==> src/rtl/register_write_queue.sv <==
// Circular write-back queue that merges load and ALU results into one register-file
// write port. Pending entries and the write-back register are visible to combinational bypass.
module register_write_queue #(
  parameter int DEPTH = 4
) (
  input  logic                         clk,
  input  logic                         rst_n,
  input  logic                         memValid,
  input  logic [4:0]                   memReg,
  input  logic [31:0]                  memData,
  output logic                         memReady,
  input  logic                         aluValid,
  input  logic [4:0]                   aluReg,
  input  logic [31:0]                  aluData,
  output logic                         aluReady,
  output logic                         regWrite,
  output logic [4:0]                   writeRegister,
  output logic [31:0]                  writeData,
  input  logic [4:0]                   lookupReg1,
  input  logic [4:0]                   lookupReg2,
  output logic                         hit1,
  output logic                         hit2,
  output logic [31:0]                  bypassData1,
  output logic [31:0]                  bypassData2,
  output logic [$clog2(DEPTH):0]       count,
  output logic                         full,
  output logic                         empty
);
  localparam int PW = $clog2(DEPTH);
  localparam int CW = PW + 1;

  logic [PW-1:0] head;
  logic [PW-1:0] tail;
  logic [PW-1:0] alu_slot;
  logic [4:0]    reg_mem  [DEPTH];
  logic [31:0]   data_mem [DEPTH];
  logic          mem_take;
  logic          alu_take;
  logic          pop;

  // Handshake: a request transfers on a cycle where valid and ready are both high;
  // ready never depends on the same-cycle pop. Destination 0 transfers but is dropped.
  assign memReady = count < CW'(DEPTH);
  assign mem_take = memValid & memReady & (memReg != 5'd0);
  assign aluReady = (count + CW'(mem_take)) < CW'(DEPTH);
  assign alu_take = aluValid & aluReady & (aluReg != 5'd0);
  assign pop      = (count != '0);
  assign alu_slot = tail + PW'(mem_take);
  assign full     = (count == CW'(DEPTH));
  assign empty    = (count == '0);

  always_ff @(posedge clk or negedge rst_n) begin
    if (!rst_n) begin
      head          <= '0;
      tail          <= '0;
      count         <= '0;
      regWrite      <= 1'b0;
      writeRegister <= '0;
      writeData     <= '0;
    end else begin
      regWrite <= pop;
      if (pop) begin
        writeRegister <= reg_mem[head];
        writeData     <= data_mem[head];
        head          <= head + 1'b1;
      end
      tail  <= tail + PW'(mem_take) + PW'(alu_take);
      count <= count + CW'(mem_take) + CW'(alu_take) - CW'(pop);
    end
  end

  // Mem is the older result, so it takes the tail slot ahead of the ALU entry.
  always_ff @(posedge clk) begin
    if (mem_take) begin
      reg_mem[tail]  <= memReg;
      data_mem[tail] <= memData;
    end
    if (alu_take) begin
      reg_mem[alu_slot]  <= aluReg;
      data_mem[alu_slot] <= aluData;
    end
  end

  // Returns {hit, data}; walking oldest to youngest lets the youngest match win.
  function automatic logic [32:0] lookup(input logic [4:0] lk);
    logic [32:0]   res;
    logic [PW-1:0] idx;
    res = '0;
    if (lk != 5'd0) begin
      if (regWrite && (writeRegister == lk)) res = {1'b1, writeData};
      for (int k = 0; k < DEPTH; k++) begin
        idx = head + PW'(k);
        if ((CW'(k) < count) && (reg_mem[idx] == lk)) res = {1'b1, data_mem[idx]};
      end
    end
    return res;
  endfunction

  always_comb begin
    {hit1, bypassData1} = lookup(lookupReg1);
    {hit2, bypassData2} = lookup(lookupReg2);
  end
endmodule
==> config.mk <==
export PLATFORM = sky130hd
export DESIGN_NAME = register_write_queue
export DESIGN_NICKNAME = d
export VERILOG_FILES = /design/src/rtl/register_write_queue.sv
export SDC_FILE = /design/constraint.sdc
export NUM_CORES = 1
export LEC_CHECK = 0
export ABC_AREA = 1
export BUFFER_PORTS_ARGS = -buffer_cell sky130_fd_sc_hd__buf_2
export CAP_MARGIN = 10
export CORE_ASPECT_RATIO = 1.25
export CORE_UTILIZATION = 60
export DETAILED_ROUTE_END_ITERATION = 7
export PLACE_DENSITY = 0.83
export SLEW_MARGIN = 5
export SYNTH_ARGS = -nofsm -noshare
export SYNTH_HDL_FRONTEND = slang
export SYNTH_SLANG_ARGS = --single-unit
==> constraint.sdc <==
create_clock -name clk -period 5.6 [get_ports clk]
set_input_delay 0.84 -clock clk [delete_from_list [all_inputs] [get_ports clk]]
set_output_delay 0.84 -clock clk [all_outputs]
set_load 0.02 [all_outputs]
==> key figures <==
Status
  – Status: finished clean

Placed design
  – GP Congestion: 1.01
  – # port buffers: 198
  – Post-DP HPWL: 37800 um
  – Dpl ws: 1.28 ns

Global route
  – Gr usage total: 0.384
  – Initial antenna violation count: 0
  – GRT Residual Overflow: 0
  – Largest net degree at the start of global routing: 128
  – Vias in the first global route: 14900
  – First-pass GRT wire length: 81400 um

Cells and area
  – Area grow syn2layout: 9.24%
  – Share of cells above drive strength 1: 0.113
  – Antenna cells: 0
  – Area of the multi-input gates: 0.00871 sq mm
  – Share of the core filled with cells: 0.670
  – FILL cells: 2385
  – # nets final: 2710
  – Storage element area: 0.00558 sq mm

Worst setup path
  – CP Capture Type: primary output
  – Reg2reg path depth: 12
  – Cells along the critical path: inv_4 -> nand2_1 -> nand3_1 -> nand2_1 -> nand2_1 -> o21ai_0 -> nor2_1 -> nand4_1 -> buf_4 -> nor2_1 -> nor2_1 -> a21oi_1 -> buf_2
  – Critical-path maximum fanout: 41
  – CP max-delay cell: nand4_1
  – Critical path type: register to primary output
  – Reg2reg setup slack: 1.86 ns
  – Crit path max-delay family: simple AND/OR/NAND/NOR gates
  – WP data required: 4.76 ns
  – Worst Path Arrival: 4.12 ns
  – Critical path buffers and inverters: 3
  – Critical Path Source Type: register
  – RR Endpoint: data_mem[1][7]
  – Worst path max stage delay: 0.76 ns
  – Worst r2r src: count[2]

Timing
  – Count of final hold-check violations: 0
  – RSZ-0062 raised after global routing: no
  – Count of final setup violators: 0
  – Worst Skew: 0.0142 ns
  – Min cycle time layout: 4.96 ns
  – Worst slew pin tran: 1.10 ns
  – Final Max Slew Viols: 0
  – FMAX: 0.201 GHz
  – Worst setup margin: 0.637 ns
  – Period utilisation layout: 0.886
  – Sum of negative setup slack: 0 ns
  – Worst slew margin: 0.265

Logic synthesis
  – Yosys top cell by area: edfxtp_1
  – Post-synthesis sequential area ratio: 0.347
  – Main area contributors after synthesis: edfxtp_1 28%, nand2_1 18%, o21ai_0 14%, dfrtp_1 7.0%, inv_1 6.2%
  – Syn Inst Count: 2555
  – Synth cell types: 37
  – Seq cells post-synth: 193
  – Post-Synthesis Net Count: 2650
  – Top cell type's share of synthesized area: 0.277
  – Yosys warning count: 0
  – Async set-or-reset flop fraction in the synthesized netlist: 0.233
  – Number of synthesized flops with an enable pin: 148
  – Dominant synthesized flop cell: edfxtp_1
  – Synth Cell Area: 0.0161 sq mm
  – Synthesized area per cell: 6.29 sq um

Route
  – TritonRoute pass-1 iters: 8
  – Routed WL: 52600 um
  – Routed vias: 17600
  – Met3 Routed Length: 7600 um
  – Avg WL per Cell: 17.7 um
  – Residual DRC: 0
  – Met2 wire length: 21100 um
  – ANT nets after route: 0
  – DRT iter0 DRCs: 2668
  – DR top layer: met4
  – Metal-1 WL: 23100 um
  – DR vias/cell: 5.92

Clock tree
  – CTS buffer count: 17
  – CTS Hold Bufs: 0
  – Post_cts resized: 0
  – Clk_lat worst skew: 0.46 ns
  – TritonCTS clock tree: built
  – Root Buffer: clkbuf_16
  – Htree depth: 4
  – Postcts setup bufs: 0
  – Clock transition at path regs: 0.07 ns
  – Clk buf depth: 2
  – Clock Sink Count: 193

Pwr
  – Switching share of total power: 0.588
  – P_sw: 7.08 mW
  – Reg power frac: 0.217
  – Clock share of power: 0.104
  – Pwr dens: 686 mW/mm^2
  – Combinational group share of total power: 0.679
  – Peak VDD IR: 719 uV
  – Int Pwr: 4.96 mW
  – Leak: 8.69 nW

Floorplan
  – FP Rows: 66
  – Die Ht: 185 um
  – Initial Util: 0.614
  – Core box area: 0.0262 sq mm
  – I/O pins: 199
  – Die Wd: 148 um
  – Die ar.: 0.0274 sq mm

Flow run
  – Max-Cap Viols: 0

Min path
  – Worst hold path class: input port to async pin
==> routing by layer <==
layer / track usage / up-vias
met4: 0.0784 / 0
met2: 0.533 / 1267
met1: 0.593 / 7730
met3: 0.0958 / 101
li1: - / 8482
met5: 0 / -
==> cell type report <==
class	instances	area share
Tap cell	340	0.0242
Clock buffer	17	0.0242
Inverter	266	0.0570
Multi-Input combinational cell	1905	0.496
Sequential cell	193	0.318
Clock inverter	15	0.00870
Timing Repair Buffer	232	0.0717
==> sequential cells by signal, indices dropped and copies added (netlist names) <==
name           flops
tail               2
reg_mem           20
head               2
writeRegister      5
count              3
data_mem         128
writeData         32
regWrite           1
==> power groups by stage <==
stage	clock network (mW)	logic, mW	registers (mW)
6_report	1.25	8.17	2.61
5_1_grt	1.30	8.92	2.67
4_1_cts	1.25	7.87	2.60
3_5_place_dp	0	7.85	2.62
3_3_place_gp	0	7.67	2.60
2_1_floorplan	0	5.49	2.66
==> stage by stage <==
step | total power, mW | instance area (sq um) | cells | hold slack, ns
2_1_floorplan | 8.15 | 16100 | 2555 | 0.544
3_3_place_gp | 10.3 | 17000 | 2936 | 0.523
3_5_place_dp | 10.5 | 17000 | 2936 | 0.531
4_1_cts | 11.7 | 17600 | 2968 | 0.493
5_1_grt | 12.9 | 17600 | 2968 | 0.518
6_report | 12.0 | 17600 | 2968 | 0.473
==> cell usage after synthesis, types with 4 or more instances <==
cell and n:
edfxtp_1 148, xor2_1 9, nor3_1 5, inv_1 265, nor2_2 8, buf_2 45, o22ai_1 6, o21ai_0 454
buf_6 8, clkbuf_1 113, dfrtp_1 45, ha_1 6, buf_4 9, buf_1 16, nand2_1 766, nor2_1 247
a21oi_1 71, nand3_1 189, nand4_1 102, xnor2_1 4, o21ai_1 15
==> cell families after synthesis <==
group,count (synthesis),synth area share
xor+xnor,15,0.00911
fa+ha+maj,7,0.00592
compound gates,550,0.172
simple gates,1331,0.348
mux,2,0.00125
buf+inv,457,0.116
flops,193,0.347
==> how the worst max path moves through the flow <==
stage                     startpoint        endpoint  slack [ns]  cells past startpoint
after floorplan            memReg[2]  data_mem[1][0]        0.80                     13
after global placement       head[0]  bypassData1[5]        1.27                     13
after detailed placement     head[0]  bypassData1[5]        1.28                     13
after CTS                    head[0]  bypassData1[8]        0.79                     13
after global routing         head[0]  bypassData1[8]        0.45                     13
final                        head[0]  bypassData1[5]        0.64                     13
==> placed cells by master, fill, tap and decap left out, types with 2 or more instances in the layout <==
master	n
nor2_8	2
xor2_1	9
mux2i_1	2
nand4_1	102
clkinv_2	3
nand2_1	763
dfrtp_1	43
nor3_2	2
nor2_1	246
o22ai_1	6
inv_8	4
nand3b_1	2
edfxtp_1	148
a21oi_1	71
nor3_1	5
buf_2	198
inv_6	2
clkbuf_16	17
nor2_2	9
o21ai_4	4
inv_1	265
dfrtp_4	2
clkinv_4	2
o21ai_0	450
xnor2_1	4
o21a_1	2
nand3_1	186
nand2_2	5
o21ai_1	15
ha_1	6
nor3b_1	2
buf_4	33
nand3_2	5
Note: power is estimated with default switching activity, not from simulation.
